File: src/rtl/square_motion_sched.sv
// Frame-rate scheduler for N bouncing squares sharing one add/sub/compare unit (X then Y per square).
// Start in cycle t gives done in t+2N+1; config writes are accepted only while idle, and start while busy only flags overrun.
module square_motion_sched #(
  parameter int N     = 3,
  parameter int CORDW = 12,
  parameter int H_RES = 1920,
  parameter int V_RES = 1080
) (
  input  logic               clk_pix,
  input  logic               rst,
  input  logic               start,
  input  logic               cfg_we,
  input  logic [2:0]         cfg_id,
  input  logic               cfg_en,
  input  logic [CORDW-1:0]   cfg_size,
  input  logic [CORDW-1:0]   cfg_speed,
  input  logic [CORDW-1:0]   cfg_x,
  input  logic [CORDW-1:0]   cfg_y,
  output logic               cfg_ready,
  output logic               busy,
  output logic               done,
  output logic               overrun,
  output logic [N*CORDW-1:0] pos_x,
  output logic [N*CORDW-1:0] pos_y,
  output logic [N-1:0]       dir_x,
  output logic [N-1:0]       dir_y
);
  localparam int IW = (N > 1) ? $clog2(N) : 1;
  localparam int AW = CORDW + 2;
  localparam logic signed [AW-1:0] RES_H = AW'(H_RES);
  localparam logic signed [AW-1:0] RES_V = AW'(V_RES);
  localparam logic signed [AW-1:0] PMAX  = AW'((1 << CORDW) - 1);

  typedef enum logic [1:0] {IDLE, UPD_X, UPD_Y, COMMIT} state_t;

  state_t             r_state;
  logic [IW-1:0]      r_idx;
  logic               r_busy;
  logic               r_done;
  logic [CORDW-1:0]   r_wx    [N];
  logic [CORDW-1:0]   r_wy    [N];
  logic [CORDW-1:0]   r_size  [N];
  logic [CORDW-1:0]   r_speed [N];
  logic [N-1:0]       r_wdx;
  logic [N-1:0]       r_wdy;
  logic [N-1:0]       r_en;
  logic [N*CORDW-1:0] r_pos_x;
  logic [N*CORDW-1:0] r_pos_y;
  logic [N-1:0]       r_dir_x;
  logic [N-1:0]       r_dir_y;

  logic               w_cfg_acc;
  logic [IW-1:0]      w_cfg_idx;

  assign w_cfg_acc = cfg_we && !r_busy && ({1'b0, cfg_id} < 4'(N));
  assign w_cfg_idx = cfg_id[IW-1:0];

  // Shared axis unit: the FSM state selects which axis of square r_idx is evaluated.
  logic                    w_axis_y;
  logic signed [AW-1:0]    w_p, w_s, w_z, w_r, w_thr, w_sub, w_add;
  logic                    w_dir, w_new_dir;
  logic [CORDW-1:0]        w_sub_sat, w_add_sat, w_new_p;

  always_comb begin
    w_axis_y  = (r_state == UPD_Y);
    w_p       = {2'b00, (w_axis_y ? r_wy[r_idx] : r_wx[r_idx])};
    w_dir     = w_axis_y ? r_wdy[r_idx] : r_wdx[r_idx];
    w_s       = {2'b00, r_speed[r_idx]};
    w_z       = {2'b00, r_size[r_idx]};
    w_r       = w_axis_y ? RES_V : RES_H;
    w_thr     = w_r - (w_z + w_s);
    w_sub     = w_p - w_s;
    w_add     = w_p + w_s;
    w_sub_sat = (w_sub < 0) ? '0 : w_sub[CORDW-1:0];
    w_add_sat = (w_add > PMAX) ? '1 : w_add[CORDW-1:0];
    w_new_dir = w_dir;
    w_new_p   = w_dir ? w_sub_sat : w_add_sat;
    if (w_p >= w_thr) begin
      w_new_dir = 1'b1;
      w_new_p   = w_sub_sat;
    end else if (w_p < w_s) begin
      w_new_dir = 1'b0;
      w_new_p   = w_add_sat;
    end
  end

  always_ff @(posedge clk_pix) begin
    if (rst) begin
      r_state <= IDLE;
      r_idx   <= '0;
      r_busy  <= 1'b0;
      r_done  <= 1'b0;
      r_wdx   <= '0;
      r_wdy   <= '0;
      r_en    <= '0;
      r_pos_x <= '0;
      r_pos_y <= '0;
      r_dir_x <= '0;
      r_dir_y <= '0;
      for (int i = 0; i < N; i++) begin
        r_wx[i]    <= '0;
        r_wy[i]    <= '0;
        r_size[i]  <= '0;
        r_speed[i] <= '0;
      end
    end else begin
      r_done <= 1'b0;
      // A write lands in the same edge that may launch a sequence, so the sequence sees it.
      if (w_cfg_acc) begin
        r_wx[w_cfg_idx]    <= cfg_x;
        r_wy[w_cfg_idx]    <= cfg_y;
        r_size[w_cfg_idx]  <= cfg_size;
        r_speed[w_cfg_idx] <= cfg_speed;
        r_en[w_cfg_idx]    <= cfg_en;
        r_wdx[w_cfg_idx]   <= 1'b0;
        r_wdy[w_cfg_idx]   <= 1'b0;
        r_pos_x[w_cfg_idx*CORDW +: CORDW] <= cfg_x;
        r_pos_y[w_cfg_idx*CORDW +: CORDW] <= cfg_y;
        r_dir_x[w_cfg_idx] <= 1'b0;
        r_dir_y[w_cfg_idx] <= 1'b0;
      end
      case (r_state)
        IDLE: begin
          if (start) begin
            r_state <= UPD_X;
            r_idx   <= '0;
            r_busy  <= 1'b1;
          end
        end
        UPD_X: begin
          if (r_en[r_idx]) begin
            r_wx[r_idx]  <= w_new_p;
            r_wdx[r_idx] <= w_new_dir;
          end
          r_state <= UPD_Y;
        end
        UPD_Y: begin
          if (r_en[r_idx]) begin
            r_wy[r_idx]  <= w_new_p;
            r_wdy[r_idx] <= w_new_dir;
          end
          if (r_idx == IW'(N - 1)) begin
            r_state <= COMMIT;
            r_done  <= 1'b1;
          end else begin
            r_idx   <= r_idx + IW'(1);
            r_state <= UPD_X;
          end
        end
        COMMIT: begin
          for (int i = 0; i < N; i++) begin
            r_pos_x[i*CORDW +: CORDW] <= r_wx[i];
            r_pos_y[i*CORDW +: CORDW] <= r_wy[i];
          end
          r_dir_x <= r_wdx;
          r_dir_y <= r_wdy;
          r_busy  <= 1'b0;
          r_state <= IDLE;
        end
        default: r_state <= IDLE;
      endcase
    end
  end

  assign busy      = r_busy;
  assign cfg_ready = !r_busy;
  assign done      = r_done;
  assign overrun   = start && r_busy;
  assign pos_x     = r_pos_x;
  assign pos_y     = r_pos_y;
  assign dir_x     = r_dir_x;
  assign dir_y     = r_dir_y;
endmodule
File: config.mk
export PLATFORM = sky130hd
export DESIGN_NAME = square_motion_sched
export DESIGN_NICKNAME = d
export VERILOG_FILES = /design/src/rtl/square_motion_sched.sv
export SDC_FILE = /design/constraint.sdc
export NUM_CORES = 1
export LEC_CHECK = 0
export CORE_UTILIZATION = 63
export DETAILED_ROUTE_END_ITERATION = 8
export GPL_ROUTABILITY_DRIVEN = 0
export HOLD_SLACK_MARGIN = 0.02
export PLACE_DENSITY = 0.86
export SYNTH_ARGS = -nofsm -noshare
export SYNTH_HDL_FRONTEND = slang
export SYNTH_SLANG_ARGS = --single-unit
File: constraint.sdc
create_clock -name clk_pix -period 10.4 [get_ports clk_pix]
set_clock_uncertainty 0.05 [all_clocks]
set_input_delay 3.12 -clock clk_pix [delete_from_list [all_inputs] [get_ports clk_pix]]
set_output_delay 3.12 -clock clk_pix [all_outputs]
set_load 0.02 [all_outputs]
# --- Word-level counts from Yosys, hierarchy flattened ---
# Memories as Yosys holds them, arrays and structs flattened. A register that Yosys moved wholly into a read port is not among the register bits.
# Index checks and enable logic that the tools add are counted.
op_classes:
  n_reduce_logical: 19
  shifts: 3
  eq_ne: 6
  muxes: 88
  magnitude_cmp: 9
  n_addsub: 6
  n_bitwise: 6
  n_mul: 1
op_table:
  columns: ["cell", "count"]
  rows:
  - ["two-way mux 12 bit", 12]
  - ["two-way mux 36 bit", 4]
  - ["bitwise mux 36 bit", 2]
  - ["OR reduction 12 bit", 6]
  - ["variable part select 12 x 34 -> 36 bit", 2]
  - ["two-way mux 2 bit", 18]
  - ["two-way mux 3 bit", 12]
  - ["variable shift 12 x 34 -> 36 bit (first input constant)", 1]
  - ["negation 6 -> 34 bit", 1]
  - ["two-way mux 1 bit", 28]
  - ["adder 12 x 12 -> 13 bit", 2]
  - ["greater-or-equal comparator 13 x 14 -> 1 bit", 1]
  - ["subtractor 11 x 13 -> 14 bit", 1]
  - ["> comparator 13 x 12 -> 1 bit (second input constant)", 1]
  - ["< comparator 13 x 1 -> 1 bit (second input constant)", 1]
  - ["subtractor 12 x 12 -> 13 bit", 1]
  - ["AND 3 bit", 4]
  - ["< comparator 12 bit", 1]
  - ["two-way mux 10 bit", 1]
  - ["bitwise mux 3 bit", 3]
  - ["case mux 2 bit (4 select lines)", 1]
  - ["binary-select mux 1 bit (select 2 bit)", 3]
  - ["== test 2 bit (second input constant)", 3]
  - ["< comparator 2 x 3 -> 1 bit (second input constant)", 2]
  - ["other kinds (18)", 27]
totals:
  ram_bits: 144
  reg_bits: 93
  inputBits: 56
  n_memories: 4
  output_inout_bits: 82
  elab_cells: 153
mem_list:
  columns: ["name", "words", "width", "rd", "rd_clocked_by_memory_dff", "wr", "line", "text"]
  rows:
  - ["r_size", 3, 12, 1, 1, 3, "42", "logic [CORDW-1:0] r_size [N];"]
  - ["r_speed", 3, 12, 1, 1, 3, "43", "logic [CORDW-1:0] r_speed [N];"]
  - ["r_wx", 3, 12, 4, 1, 3, "40", "logic [CORDW-1:0] r_wx [N];"]
  - ["r_wy", 3, 12, 4, 1, 3, "41", "logic [CORDW-1:0] r_wy [N];"]

# --- Depth between registers and ports, before layout ---
# Gate-level depths: netlist (run 1).
logic_depth:
  depth_word: 11
  depth_mapped: 25
  depth_no_buf: 22

# --- Worst setup path after synthesis (run 1) ---
# Ideal clock, no wire load.
synth_timing:
  kind: "input port to output port"
  start: "input port start"
  end: "output port overrun"
  arrival_ns: 3.336
  slack_ns: 3.894
  path_stages: 1
  required_time_ns: 7.230
  cell_sequence: "and2_1"
synth_between:
  elab_chain_len: 1
synth_rtl:
  columns: ["element", "line", "text"]
  rows:
  - ["start, declared", "11", "input logic start,"]
  - ["logical AND 1 bit", "168", "assign overrun = start && r_busy;"]
  - ["end, declared", "22", "output logic overrun,"]
# Every way passes these cells.

# --- Final worst setup path (run 1) ---
# Ends and elaborated chain as after synthesis.

==> impl_metrics.toml, run 1 <==
[outcome]
run_status = "complete, no violations"

[hold_path]
min_from = "r_en[0]$_SDFFE_PP0P_"
min_path_type = "reg -> reg"

[die]
die_area_um2 = 26040
initial_core_util = 0.6504
core_area_um2 = 24600
rows = 57
num_io_pins = 138
die-height_um = 161.4
die_w_um = 161.4

[logic_synthesis]
syn_avg_cell_area_um2 = 10.19
mappedNetlistNets = 1697
synthArstFlopShare = 0
synth_warnings = 0
synth-edff-count = 192
synth.largest_area_cell = "edfxtp_1"
syn_area_um2 = 16000
synth_cells = 1570
ys_seq_elements = 287
synth_top_area_frac = 0.3603
ys_seq_area_frac = 0.4791
synth-main-ff-cell = "edfxtp_1"
synth_area_leaders = "edfxtp_1 36%, dfxtp_1 12%, mux4_2 6.8%"
synth.distinct_cells = 82

[sta]
finalSetupViolations = 0
slew_headroom = 0.04874
max_freq_mhz = 133.0
fin_crit_sh = 0.7232
setup_ws_ns = 2.879
tns_ns = 0
worstMarginPinSlew_ns = 1.427
final_max_slew_viol_count = 0
finalHoldViolCount = 0
rsz0062_at_grt = "false"
period_minus_slack_ns = 7.521

[worst_setup_path]
startpoint = "start"
worst-path-buf-inv = 2
cp-end-kind = "output port"
crit_cells = 3
crit_top_cell = "clkdlybuf4s50_1"
worstReg2RegEnd = "r_wx[2][10]$_DFFE_PP_"
crit_path_start_kind = "primary input"
r2r_cells = 21
cpPeakStageDelay_ns = 0.60
crit_arrival_ns = 4.35
cp_top_family = "buffers and inverters"
endpoint = "overrun"
crit_path_max_fanout = 3
timing_worst_setup_path_type = "in -> out"
cp_cell_sequence = "clkdlybuf4s50_1 -> and2_1 -> clkdlybuf4s50_1"
worstPathRequired_ns = 7.23
regToRegSetupSlack_ns = 3.49
slowest_stage = "clkdlybuf4s50_1"

[clock_tree]
hold_buffers = 0
htreeDepth = 1
clk_pin_slew_ns = 0.06
cts_buffer_depth = 3
cts.sinks = 287
postCtsSetupBuffers = 0
cts_buffers = 29
ctsRootBufferMaster = "clkbuf_16"
cts_tree = "yes"
cts_resized = 0
clock_latency_ns = 0.57

[power]
p_int_uw = 2038
combPwrFrac = 0.195
vdd_ir_drop_max_mv = 0.1827
power.density_nw_per_um2 = 156.2
p_seq_frac = 0.441
p_sw_uw = 836.4
switching_share = 0.2909
power_frac_clock = 0.364
p_leak_uw = 0.006520

[grt]
grt_pass1_wl_um = 72770
grt_pass1_vias = 13160
grt_max_degree = 89
gr-total-overflow = 0
gr-usage-all-layers = 0.3656
antenna_found_initial = 0

[run]
max_cap_viol_count = 0

[routing]
ant_nets = 0
drcViolationCount = 0
drt_iter0_drc = 2159
avgRoutedWirePerCell_um = 24.29
vias = 13730
routed_wl_um = 48210
viasPerCell = 6.918
first_pass_iters = 6

[layout]
fin_nets = 1765
multi_input_area_um2 = 7665
drive_above_1_share = 0.08970
final_cell_area_um2 = 18400
n_antenna_cell = 0
fillers = 1600
seq_area_um2 = 7672
syn2layout_area_growth_pct = 14.99

[placement]
io_buffer_count = 137
pre_cts_slack_ns = 2.877
dp.final_hpwl_um = 32690
dpl_cell_area_um2 = 17460
routing by layer:
metal,track usage,up-vias,share of wire
met5,0,-,0
met4,0.2015,0,0.061
met3,0.08654,228,0.13
met2,0.5537,1127,0.44
met1,0.4877,6473,0.36
li1,-,5905,-
worst min-delay path by stage:
stage	slack [ns]	endpoint	cells after the start
6_report	0.40	r_en[0]$_SDFFE_PP0P_	2
5_1_grt	0.43	r_en[2]$_SDFFE_PP0P_	2
4_1_cts	0.40	r_en[0]$_SDFFE_PP0P_	2
3_5_place_dp	0.40	r_en[0]$_SDFFE_PP0P_	2
3_3_place_gp	0.39	r_en[0]$_SDFFE_PP0P_	2
2_1_floorplan	0.39	r_en[0]$_SDFFE_PP0P_	2
cell usage in the layout (no fill, tap or decap), types with 7 or more instances in the layout:
cell type and instances:
nand2_1 233, clkdlybuf4s50_1 136, mux4_2 48, fa_1 9, mux2i_1 13, nand2b_1 10
a22oi_1 67, a31oi_1 19, o21ai_0 113, nor2_1 55, clkbuf_16 29, dfxtp_1 93
xor2_1 7, o31ai_1 20, a21oi_1 114, a211oi_1 18, buf_4 19, nor2b_1 18
clkinv_1 8, ha_1 62, inv_1 55, nand3_1 86, edfxtp_1 192, and2_1 84
kinds of logic after synthesis:
| kind of cell | Yosys count | share of synthesized area |
|---|---|---|
| flip-flops | 287 | 0.4791 |
| XOR/XNOR | 12 | 0.006568 |
| adder cells (fa/ha/maj) | 71 | 0.05973 |
| multiplexers | 64 | 0.07779 |
| buffers and inverters | 174 | 0.04371 |
| AND/OR/NAND/NOR | 531 | 0.1566 |
| AO/OA/AOI/OAI | 431 | 0.1765 |
synth_stat cells, types with 4 or more instances:
master	n
a211oi_1	18
a21oi_1	115
a221oi_1	4
a22o_1	6
a22oi_1	67
a31oi_1	19
and2_1	85
buf_1	13
buf_2	7
clkbuf_1	89
dfxtp_1	95
edfxtp_1	192
fa_1	9
ha_1	62
inv_1	55
mux2i_1	13
mux4_2	48
nand2_1	233
nand2b_1	10
nand3_1	86
nand4_1	4
nor2_1	58
nor2b_1	18
nor3_1	7
nor3b_1	5
nor4_1	5
o21a_1	6
o21ai_0	113
o21bai_1	6
o22ai_1	6
o31ai_1	20
or2_2	5
xnor2_1	5
xor2_1	7
state kept, by name (all words and copies together), names as in the netlist, named ones only:
register and flops:
dir_y 3, r_state 2, r_wx 48, done 1, busy 1, r_en 3
pos_x 36, r_wy 48, r_size 48, r_wdx 3, r_wdy 3, r_idx 2
dir_x 3, r_speed 48, pos_y 36
tightest hold or removal path, cell delays in order, from the launching register on:
cell and delay (ns):
dfxtp_1 0.31, nand2_1 0.05, a21oi_1 0.05
power by group through the flow:
stage               registers, µW  logic [µW]  clock network (µW)
floorplan                    1290         370                   0
global placement             1290         513                   0
detailed placement           1290         531                   0
CTS                          1270         538                1040
global route                 1270         596                1080
finish                       1270         560                1050
per-stage QoR:
stage / utilization / instances / power (µW) / hold slack, ns
after floorplan: - / 1570 / 1655 / 0.3857
after global placement: 0.7095 / 1931 / 1803 / 0.3920
after detailed placement: 0.7095 / 1931 / 1823 / 0.3964
after CTS: 0.7479 / 1985 / 2842 / 0.4044
after global routing: 0.7479 / 1985 / 2944 / 0.4289
final: 0.7479 / 1985 / 2875 / 0.4043
cell type report:
class	instances	area share
Tap cell	324	0.02203
Clock inverter	15	0.007139
Clock buffer	39	0.04420
Timing Repair Buffer	155	0.08173
Sequential cell	287	0.4169
Inverter	56	0.01142
Multi-Input combinational cell	1109	0.4165
Power figures use the tool's default switching activity.
==> run 2: changes to the inputs <==
--- a/config.mk
+++ b/config.mk
@@ -5,11 +5,11 @@
 export SDC_FILE = /design/constraint.sdc
 export NUM_CORES = 1
 export LEC_CHECK = 0
-export CORE_UTILIZATION = 63
+export CORE_UTILIZATION = 53
 export DETAILED_ROUTE_END_ITERATION = 8
 export GPL_ROUTABILITY_DRIVEN = 0
 export HOLD_SLACK_MARGIN = 0.02
-export PLACE_DENSITY = 0.86
+export PLACE_DENSITY = 0.77
 export SYNTH_ARGS = -nofsm -noshare
 export SYNTH_HDL_FRONTEND = slang
 export SYNTH_SLANG_ARGS = --single-unit
==> constraint.sdc (replaced) <==
create_clock -name clk_pix -period 6.5 [get_ports clk_pix]
set_clock_uncertainty 0.05 [all_clocks]
set_input_delay 1.95 -clock clk_pix [delete_from_list [all_inputs] [get_ports clk_pix]]
set_output_delay 1.95 -clock clk_pix [all_outputs]
set_load 0.02 [all_outputs]
==> run 2 against run 1 <==
Against the previous run: critical path depth increased by 16; sequential cell count unchanged; via count decreased by 1.8%; total power increased by 61%; non-clock buffer count increased by 8; routed wire length increased by 1.2%; cell area increased by 0.97%; worst hold slack improved by 0.0048 ns; cell count increased by 3.9%.
==> impl_metrics.toml, run 2 (same netlist as run 1, synthesis figures left out) <==
[layout]
drive_above_1_share = 0.09629
final_common_cell = "nand2_1"
n_antenna_cell = 0
final_cell_area_um2 = 18580
fin_nets = 1775
syn2layout_area_growth_pct = 16.10
layout_common_cells = "233 x nand2_1, 192 x edfxtp_1, 136 x clkdlybuf4s50_1"
stdcell_count = 2062

[clock_tree]
postCtsSetupBuffers = 0
cts.sinks = 287
cts_buffers = 31
cts_resized = 0
htreeDepth = 1
hold_buffers = 0
cts_tree = "yes"
clk_pin_slew_ns = 0.06
cts_buffer_depth = 3
clock_latency_ns = 0.57
ctsRootBufferMaster = "clkbuf_16"

[placement]
numPlacedInstances = 2005
dpl_cell_area_um2 = 17600
io_buffer_count = 137
dp.final_hpwl_um = 34830
pre_cts_slack_ns = 0.5055

[routing]
drcViolationCount = 0
ant_nets = 0
routed_wl_um = 48790
first_pass_iters = 7
routed.top_layer = "met4"
vias = 13480
wl_met3_um = 6186
wl_met2_um = 22160
avgRoutedWirePerCell_um = 23.66
viasPerCell = 6.537
wl_met1_um = 18660
drt_iter0_drc = 1916

[grt]
grt_max_degree = 91
gr-total-overflow = 0
antenna_found_initial = 0
grt_pass1_wl_um = 74190
gr-usage-all-layers = 0.3126
grt_pass1_vias = 12900

[worst_setup_path]
worstPathRequired_ns = 6.72
crit_arrival_ns = 6.33
crit_path_start_kind = "flop"
timing_worst_setup_path_type = "reg -> reg"
regToRegSetupSlack_ns = 0.39
cp-end-kind = "flop"
crit_path_max_fanout = 15

[sta]
setup_ws_ns = 0.3947
final_max_slew_viol_count = 0
worstMarginPinSlew_ns = 1.101
fin_crit_sh = 0.9393
finalHoldViolCount = 0
tns_ns = 0
rsz0062_at_grt = "false"
finalSetupViolations = 0
period_minus_slack_ns = 6.105
max_freq_mhz = 163.8
slew_headroom = 0.2649

[outcome]
run_status = "complete, no violations"

[die]
initial_core_util = 0.5399
rows = 63
core_area_um2 = 29640
die_area_um2 = 30890
die-height_um = 175.8
num_io_pins = 138
die_w_um = 175.8

[power]
power.density_nw_per_um2 = 248.3
p_leak_uw = 0.006561
combPwrFrac = 0.195
power_frac_clock = 0.365
p_seq_frac = 0.440
p_int_uw = 3271
vdd_ir_drop_max_mv = 0.2174
p_sw_uw = 1343
switching_share = 0.2911

[run]
max_cap_viol_count = 0

[hold_path]
min_path_type = "reg -> reg"
[run 2: metal layers]
metal  global-route usage  up-vias
met5                    0        -
met4               0.1112        0
met3              0.07273      129
met2               0.4931      964
met1               0.4220     6464
li1                     -     5922
[run 2: through the flow]
step	utilization	hold slack (ns)	total power [µW]
detailed placement	0.5939	0.4037	2931
global placement	0.5939	0.3927	2907
global route	0.6269	0.4312	4750
floorplan	-	0.3857	2649
finish	0.6269	0.4091	4614
CTS	0.6264	0.4117	4573
[run 2: worst max-delay path, stage by stage, from the launching register on]
cell and delay (ns):
dfxtp_4 0.53, buf_4 0.29, mux4_2 0.51, inv_1 0.10
fa_1 0.42, ha_1 0.30, nor4_1 0.45, a21oi_1 0.19
a21o_1 0.21, a21oi_1 0.18, xnor2_1 0.14, ha_1 0.28
nand4_1 0.14, o2111ai_1 0.13, a31oi_1 0.15, o31ai_1 0.15
a2bb2oi_4 0.34, nand2_4 0.20, o41ai_2 0.82, o31ai_1 0.21
[run 2: layout make-up]
class	count	area (µm²)
Fill cell	2337	11060
Multi-Input combinational cell	1109	7681
Sequential cell	287	7672
Timing Repair Buffer	163	1564
Clock buffer	41	854.6
Tap cell	390	488.0
Inverter	56	210.2
Clock inverter	16	108.9
[run 2: path summary, 6_finish.rpt]
check	end	start	cells after the start
worst max-delay path	r_wx[0][10]$_DFFE_PP_	flop	19
worst max register to register	r_wx[0][10]$_DFFE_PP_	flop	19
worst min-delay path	r_en[1]$_SDFFE_PP0P_	r_en[1]$_SDFFE_PP0P_	2
worst min register to register	r_en[1]$_SDFFE_PP0P_	r_en[1]$_SDFFE_PP0P_	2
[run 2: power by group through the flow]
stage	Combinational [µW]	Sequential, µW	Clock (µW)
finish	899	2030	1680
global route	960	2030	1760
CTS	869	2030	1670
detailed placement	863	2070	0
global placement	841	2070	0
floorplan	591	2060	0
